<file path="src/rtl/booth_mul_seq.sv">
// Operand/result sequencer for a radix-4 Booth multiplier: one operation in flight,
// valid/ready handshakes on both sides, watchdog abort if the multiplier never reports ready.
module booth_mul_seq #(
  parameter int NB      = 32,
  parameter int TIMEOUT = 32
) (
  input  logic            clk,
  input  logic            rst_n,
  input  logic            in_valid,
  output logic            in_ready,
  input  logic [NB-1:0]   in_a,
  input  logic [NB-1:0]   in_b,
  output logic            out_valid,
  input  logic            out_ready,
  output logic [2*NB-1:0] out_product,
  output logic            out_err,
  output logic            mul_start,
  output logic [NB-1:0]   mul_a,
  output logic [NB-1:0]   mul_b,
  input  logic [2*NB-1:0] mul_product,
  input  logic            mul_ready
);

  localparam int              WD_W    = $clog2(TIMEOUT + 1);
  localparam logic [WD_W-1:0] WD_LAST = WD_W'(TIMEOUT - 1);

  typedef enum logic [1:0] {
    IDLE,
    LAUNCH,
    WAIT,
    HOLD
  } state_t;

  state_t          state;
  logic [WD_W-1:0] wd_cnt;

  // Every output is a register written here, so no input reaches an output combinationally.
  always_ff @(posedge clk or negedge rst_n) begin
    if (!rst_n) begin
      // NOTE: the operand and result registers are reset too, because downstream
      // logic observes them directly and must see zeros after reset, not stale data.
      state       <= IDLE;
      wd_cnt      <= '0;
      in_ready    <= 1'b1;
      out_valid   <= 1'b0;
      out_product <= '0;
      out_err     <= 1'b0;
      mul_start   <= 1'b0;
      mul_a       <= '0;
      mul_b       <= '0;
    end else begin
      // NOTE: non-blocking assignments throughout, so every branch reads the
      // pre-edge value of state and counters regardless of statement order.
      case (state)
        IDLE: begin
          if (in_valid && in_ready) begin
            mul_a     <= in_a;
            mul_b     <= in_b;
            mul_start <= 1'b1;
            in_ready  <= 1'b0;
            state     <= LAUNCH;
          end
        end

        LAUNCH: begin
          mul_start <= 1'b0;
          wd_cnt    <= '0;
          state     <= WAIT;
        end

        WAIT: begin
          // mul_ready is only meaningful once start has cleared the multiplier's counter.
          if (mul_ready) begin
            out_product <= mul_product;
            out_err     <= 1'b0;
            out_valid   <= 1'b1;
            state       <= HOLD;
          end else if (wd_cnt == WD_LAST) begin
            out_product <= '0;
            out_err     <= 1'b1;
            out_valid   <= 1'b1;
            state       <= HOLD;
          end else begin
            wd_cnt <= wd_cnt + WD_W'(1);
          end
        end

        HOLD: begin
          if (out_valid && out_ready) begin
            out_valid <= 1'b0;
            in_ready  <= 1'b1;
            state     <= IDLE;
          end
        end

        default: begin
          state     <= IDLE;
          in_ready  <= 1'b1;
          out_valid <= 1'b0;
          mul_start <= 1'b0;
        end
      endcase
    end
  end

endmodule
</file>
<file path="config.mk">
export PLATFORM = sky130hd
export DESIGN_NAME = booth_mul_seq
export DESIGN_NICKNAME = d
export VERILOG_FILES = /design/src/rtl/booth_mul_seq.sv
export SDC_FILE = /design/constraint.sdc
export NUM_CORES = 1
export LEC_CHECK = 0
export CORE_MARGIN = 1.5
export CORE_UTILIZATION = 37
export CTS_CLUSTER_DIAMETER = 40
export DETAILED_ROUTE_END_ITERATION = 10
export PLACE_DENSITY_LB_ADDON = 0.1
export REMOVE_ABC_BUFFERS = 1
export SLEW_MARGIN = 20
export SYNTH_ARGS = -nofsm -noshare
export SYNTH_HDL_FRONTEND = slang
export SYNTH_SLANG_ARGS = --single-unit
export TNS_END_PERCENT = 50
</file>
<file path="constraint.sdc">
create_clock -name clk -period 1.6 [get_ports clk]
set_input_delay 0.24 -clock clk [delete_from_list [all_inputs] [get_ports clk]]
set_output_delay 0.24 -clock clk [all_outputs]
set_load 0.05 [all_outputs]
</file>
# --- After elaboration in Yosys (flattened, before gate mapping) ---
# Cells that the tools add are included.
totals:
  elab_cells: 54
  reg_bits: 140
  in_bits: 133
  output_inout_bits: 132
op_classes:
  n_eq_ne: 9
  addsub: 1
  n_mux: 20
  n_reduce_logical: 15
ops:
  columns: ["cell", "n"]
  rows:
  - ["2-to-1 mux 64 bit", 2]
  - ["2-to-1 mux 6 bit", 2]
  - ["one-hot mux 6 bit (2 select lines)", 1]
  - ["AND reduction 3 bit", 4]
  - ["nonzero test 2 bit", 5]
  - ["2-to-1 mux 2 bit", 4]
  - ["inequality test 2 bit (second input constant)", 4]
  - ["one-hot mux 2 bit (4 select lines)", 1]
  - ["2-to-1 mux 1 bit", 7]
  - ["adder 6 x 1 -> 6 bit (second input constant)", 1]
  - ["== test 6 x 5 -> 1 bit (second input constant)", 1]
  - ["one-hot mux 1 bit (2 select lines)", 3]
  - ["AND reduction 2 bit", 3]
  - ["== test 2 bit (second input constant)", 2]
  - ["inequality test 3 bit (second input constant)", 1]
  - ["== test 2 x 1 -> 1 bit (second input constant)", 1]
  - ["logical AND 1 bit", 2]
  - ["logical NOT 2 bit", 1]

# --- Depth between registers and ports, before layout ---
logic_depth:
  ltp_word: 4
  mapped_depth: 7
  depth_no_buf: 5

# --- Least setup slack after synthesis ---
# No wires, ideal clock.
synth_path:
  kind: "flip-flop to flip-flop"
  start: "reg in_ready"
  end: "reg mul_a[0]"
  path_stages_with_launch: 4
  required_ns: 1.475
  arrival_time_ns: 1.414
  setup_slack_ns: 0.061
  synth_period_minus_slack_ns: 1.539
  n_path_buf: 1
  setup_time_ns: 0.125
  cell_sequence: "dfstp_2 -> nand3_2 -> buf_2 -> mux2_2"
synth_via:
  elab_chain_len: 2
synth_lines:
  columns: ["item", "line", "source"]
  rows:
  - ["from (decl)", "10", "output logic in_ready,"]
  - ["from (signal assigned)", "44", "in_ready <= 1'b1;"]
  - ["from (signal assigned)", "60", "in_ready <= 1'b0;"]
  - ["from (signal assigned)", "91", "in_ready <= 1'b1;"]
  - ["logical AND 1 bit", "56", "if (in_valid && in_ready) begin"]
  - ["AND reduction 2 bit (no source line)", null, null]
  - ["to (signal assigned)", "57", "mul_a <= in_a;"]
  - ["to (decl)", "18", "output logic [NB-1:0] mul_a,"]
# No other way between the ends.
# A chain may end at the register's enable or synchronous reset.

# --- Worst setup path after layout ---
layout_path:
  start: "reg state[1]"
  end: "reg mul_a[10]"
layout_via:
  elab_chain_len: 2
layout_lines:
  columns: ["item", "line", "source"]
  rows:
  - ["from (decl)", "34", "state_t state;"]
  - ["from (signal assigned)", "42", "state <= IDLE;"]
  - ["from (signal assigned)", "61", "state <= LAUNCH;"]
  - ["from (signal assigned)", "68", "state <= WAIT;"]
  - ["logical NOT 2 bit", "54", "case (state)"]
  - ["AND reduction 2 bit (no source line)", null, null]
# No other way between the ends.

==> results.md <==
- First-pass GRT wire length: 24,500 um
- Avg WL per Cell: 16.0 um
- CP max stage delay: 0.38 ns
- Most frequent cells in the layout: 148 x buf_4, 139 x dfrtp_1, 135 x nand2_1
- Simple-gate area share of the yosys netlist: 11.8%
- Slowest CP cell: dfrtp_1
- CTS H-tree depth: 4
- Final hold slack: 0.299 ns
- Power Density: 930 nW/um^2
- Crit Path Class: flip-flop to flip-flop
- Hold Vio Cnt, Final: 0
- Post-route DRC violation count: 0
- Drt initial violations: 162
- Max-slew violations: 0
- Logic pwr share: 5.2%
- Area post-placement: about 8400 sq um
- GP Congestion: 0.817
- Yosys top cell area share: 61.1%
- # nets final: 917
- Top-Level Pins: 265
- Max Cap Violations: 0
- Net switching power: around 1600 uW
- Mux cell area share after synthesis: 12.8%
- Clock transition at path regs: 0.06 ns
- Post-synthesis compound-gate area fraction: 9.21%
- Static Leak: 0.00443 uW
- Clock Path Buffers: 2
- Die X: 127 um
- #FFs+latches synth: 140
- Crit. End Element: flip-flop
- Fmax achieved: 656 MHz
- CTS tree: built
- Synth cell types: 38
- Largest net degree at the start of global routing: 45
- P_int: 6890 uW
- Finished Cell Area: 9090 sq um
- Routed WL: approximately 16,000 um
- Sink Count: 140
- WP data required: between 1.5 and 2 ns
- Initial antenna violation count: 1
- Util after Layout: approximately 60%
- Num CTS Buffers: 17
- Sequential share of the synthesized area: 61.6%
- Final setup viols: 0
- Share of layout cells above drive strength 1: 33.2%
- Mapped cell area: 5690 sq um
- Starting density of the core: 37.7%
- Sequential share of power: between 40% and 50%
- Post-DP HPWL: 11,700 um
- Tcrit/Tclk final: a little over nine tenths
- Maximum VDD drop: 0.665 mV
- Slew @ Worst Pin: 0.364 ns
- Run status: completed
- Met2 wire len: 7640 um
- Gr usage total: 19.5%
- Die Span Y: 127 um
- Later-pin clock latency in the skew report: 0.41 ns
- Relative slew slack: about three quarters
- Sequence of cells on the critical path: inv_1, ha_2, nand3_2, buf_12, mux2_2
- Grt ovf: 0
- Worst setup SP type: flip-flop
- DR vias: 4,705
- DR WL met3: between 1000 and 1500 um
- Syn-to-layout area delta: 59.7%
- Xor/xnor share of the synthesized area: 0%
- Setup Fix Bufs, Post-CTS: 0
- Arrival time worst endpoint: 1.81 ns
- Mean Syn Cell Area: approximately 11 sq um
- Setup WS post-layout: 0.0761 ns
- Synth Area in Adders: 1.10%
- CTS root buf: clkbuf_16
- Tmin final: 1.52 ns
- PortBufs: about 260
- Pre-CTS setup slack: -0.0423 ns
- Yosys top cell by area: dfrtp_1
- Via density: 4.81
- Clock Power Share: 52.9%
- Critical-path maximum fanout: 42
- Syn. warnings: 0
- RSZ-0062 raised after global routing: true
- Hold Path Class: input pin to async pin
- M1 WL: 6400 um
- Synth top area cells: dfrtp_1 61%, mux2_2 13%, nand2_1 9.0%
- Sw Share: 18.6%
- Die ar.: 16,100 sq um
- Fillers: 1,219
- Antenna viol nets, final: 0
- Core area: between 15,000 and 20,000 sq um
- Final Skew: 0.00725 ns
- Row count: between 40 and 50
- Largest family of logic cells by synthesized area: multiplexers
- Post-Syn Instances: 499
- Diode count: 0
- Commonest non-fill, non-tap cell in the layout: buf_4
- Top Metal Used: met5
- DR pass1 iterations: 4
- Number of global-route vias before repair: 4,731
power by group through the flow:
| stage | clock network (uW) | registers, uW | logic (uW) |
|---|---|---|---|
| floorplan | 0 | 3610 | 11.9 |
| global placement | 0 | 3610 | 440 |
| detailed placement | 0 | 3610 | 440 |
| CTS | 4570 | 3540 | 447 |
| global route | 4770 | 3540 | 474 |
| finish | 4470 | 3550 | 436 |
kinds of logic after synthesis:
logic type / after synthesis
compound gates: 92
fa+ha+maj: 5
buf+inv: 38
flops: 140
mux: 65
simple gates: 159
flip-flops by register name, indices dropped and copies added, names as in the netlist:
name / flops
in_ready: 1
mul_a: 32
mul_b: 32
mul_start: 1
out_err: 1
out_product: 64
out_valid: 1
state: 2
wd_cnt: 6
worst paths after layout:
kind | start | endpoint | slack [ns] | cells past startpoint
min in group clk | mul_product[36] | out_product[36] | 0.37 | 3
max reg2reg | state[1] | mul_a[10] | 0.08 | 5
max in group asynchronous | rst_n | out_product[27] | 0.73 | 3
min reg2reg | mul_a[27] | mul_a[27] | 0.50 | 1
min | rst_n | out_product[3] | 0.30 | 2
max | state[1] | mul_a[10] | 0.08 | 5
Yosys cell counts:
cell       number
and2_1          2
o22ai_1         3
a211o_1         4
a21bo_2         2
o21ai_1        10
o21a_1          1
o21ai_0        57
clkbuf_1       14
nor3b_1         1
clkbuf_2        1
nand2_1       136
and3_4          1
nand3_1         4
o2bb2ai_1       1
and3b_1         1
a31oi_1         4
nand4_1         1
o211ai_1        3
buf_4           3
nand4b_1        2
a21oi_1         2
dfrtp_1       139
and4b_1         2
a211oi_1        1
mux2_2         64
nor2b_1         5
ha_1            5
mux2i_1         1
dfstp_2         1
buf_6           5
inv_1           8
a41oi_1         2
nor2_1          2
nand3_2         1
nand2b_1        1
o311ai_0        1
a21o_1          1
buf_2           7
layout make-up:
class / count / area (sq um) / share of cell area, %
sequential: 140 / 3500 / 38.6
tap: 188 / 235 / 2.59
timing repair buffer: 291 / 2640 / 29.1
multi-input combinational: 321 / 2000 / 22.0
clock inverter: 11 / 214 / 2.35
inverter: 8 / 30.0 / 0.330
clock buffer: 20 / 467 / 5.13
per-layer routing:
metal / global-route usage, % / up-vias
met1: 23.2 / 2250
met5: 0 / -
met2: 32.4 / 182
met4: 6.89 / 2
li1: - / 2246
met3: 7.37 / 25
per-stage QoR:
stage,cells,setup TNS [ns],power (uW)
floorplan,469,-96.83,3630
global placement,947,0,4050
detailed placement,947,-0.331,4050
CTS,979,0,8560
global route,979,-0.0161,8790
finish,979,0,8460
what timing repair did:
action                     in CTS  in global routing
hold endpoints to repair       30                  0
hold buffers                    1                  0
gates resized for setup         0                  2
setup endpoints to repair       0                 59
critical path: cells and delay by family (launching register included):
| kind | cells | cell delay (ns) |
|---|---|---|
| DFF | 1 | 0.38 |
| muxes | 1 | 0.37 |
| adders and majority gates | 1 | 0.19 |
| and+or+nand+nor | 1 | 0.11 |
| buffers and inverters | 2 | 0.31 |
Power figures use the tool's default switching activity.
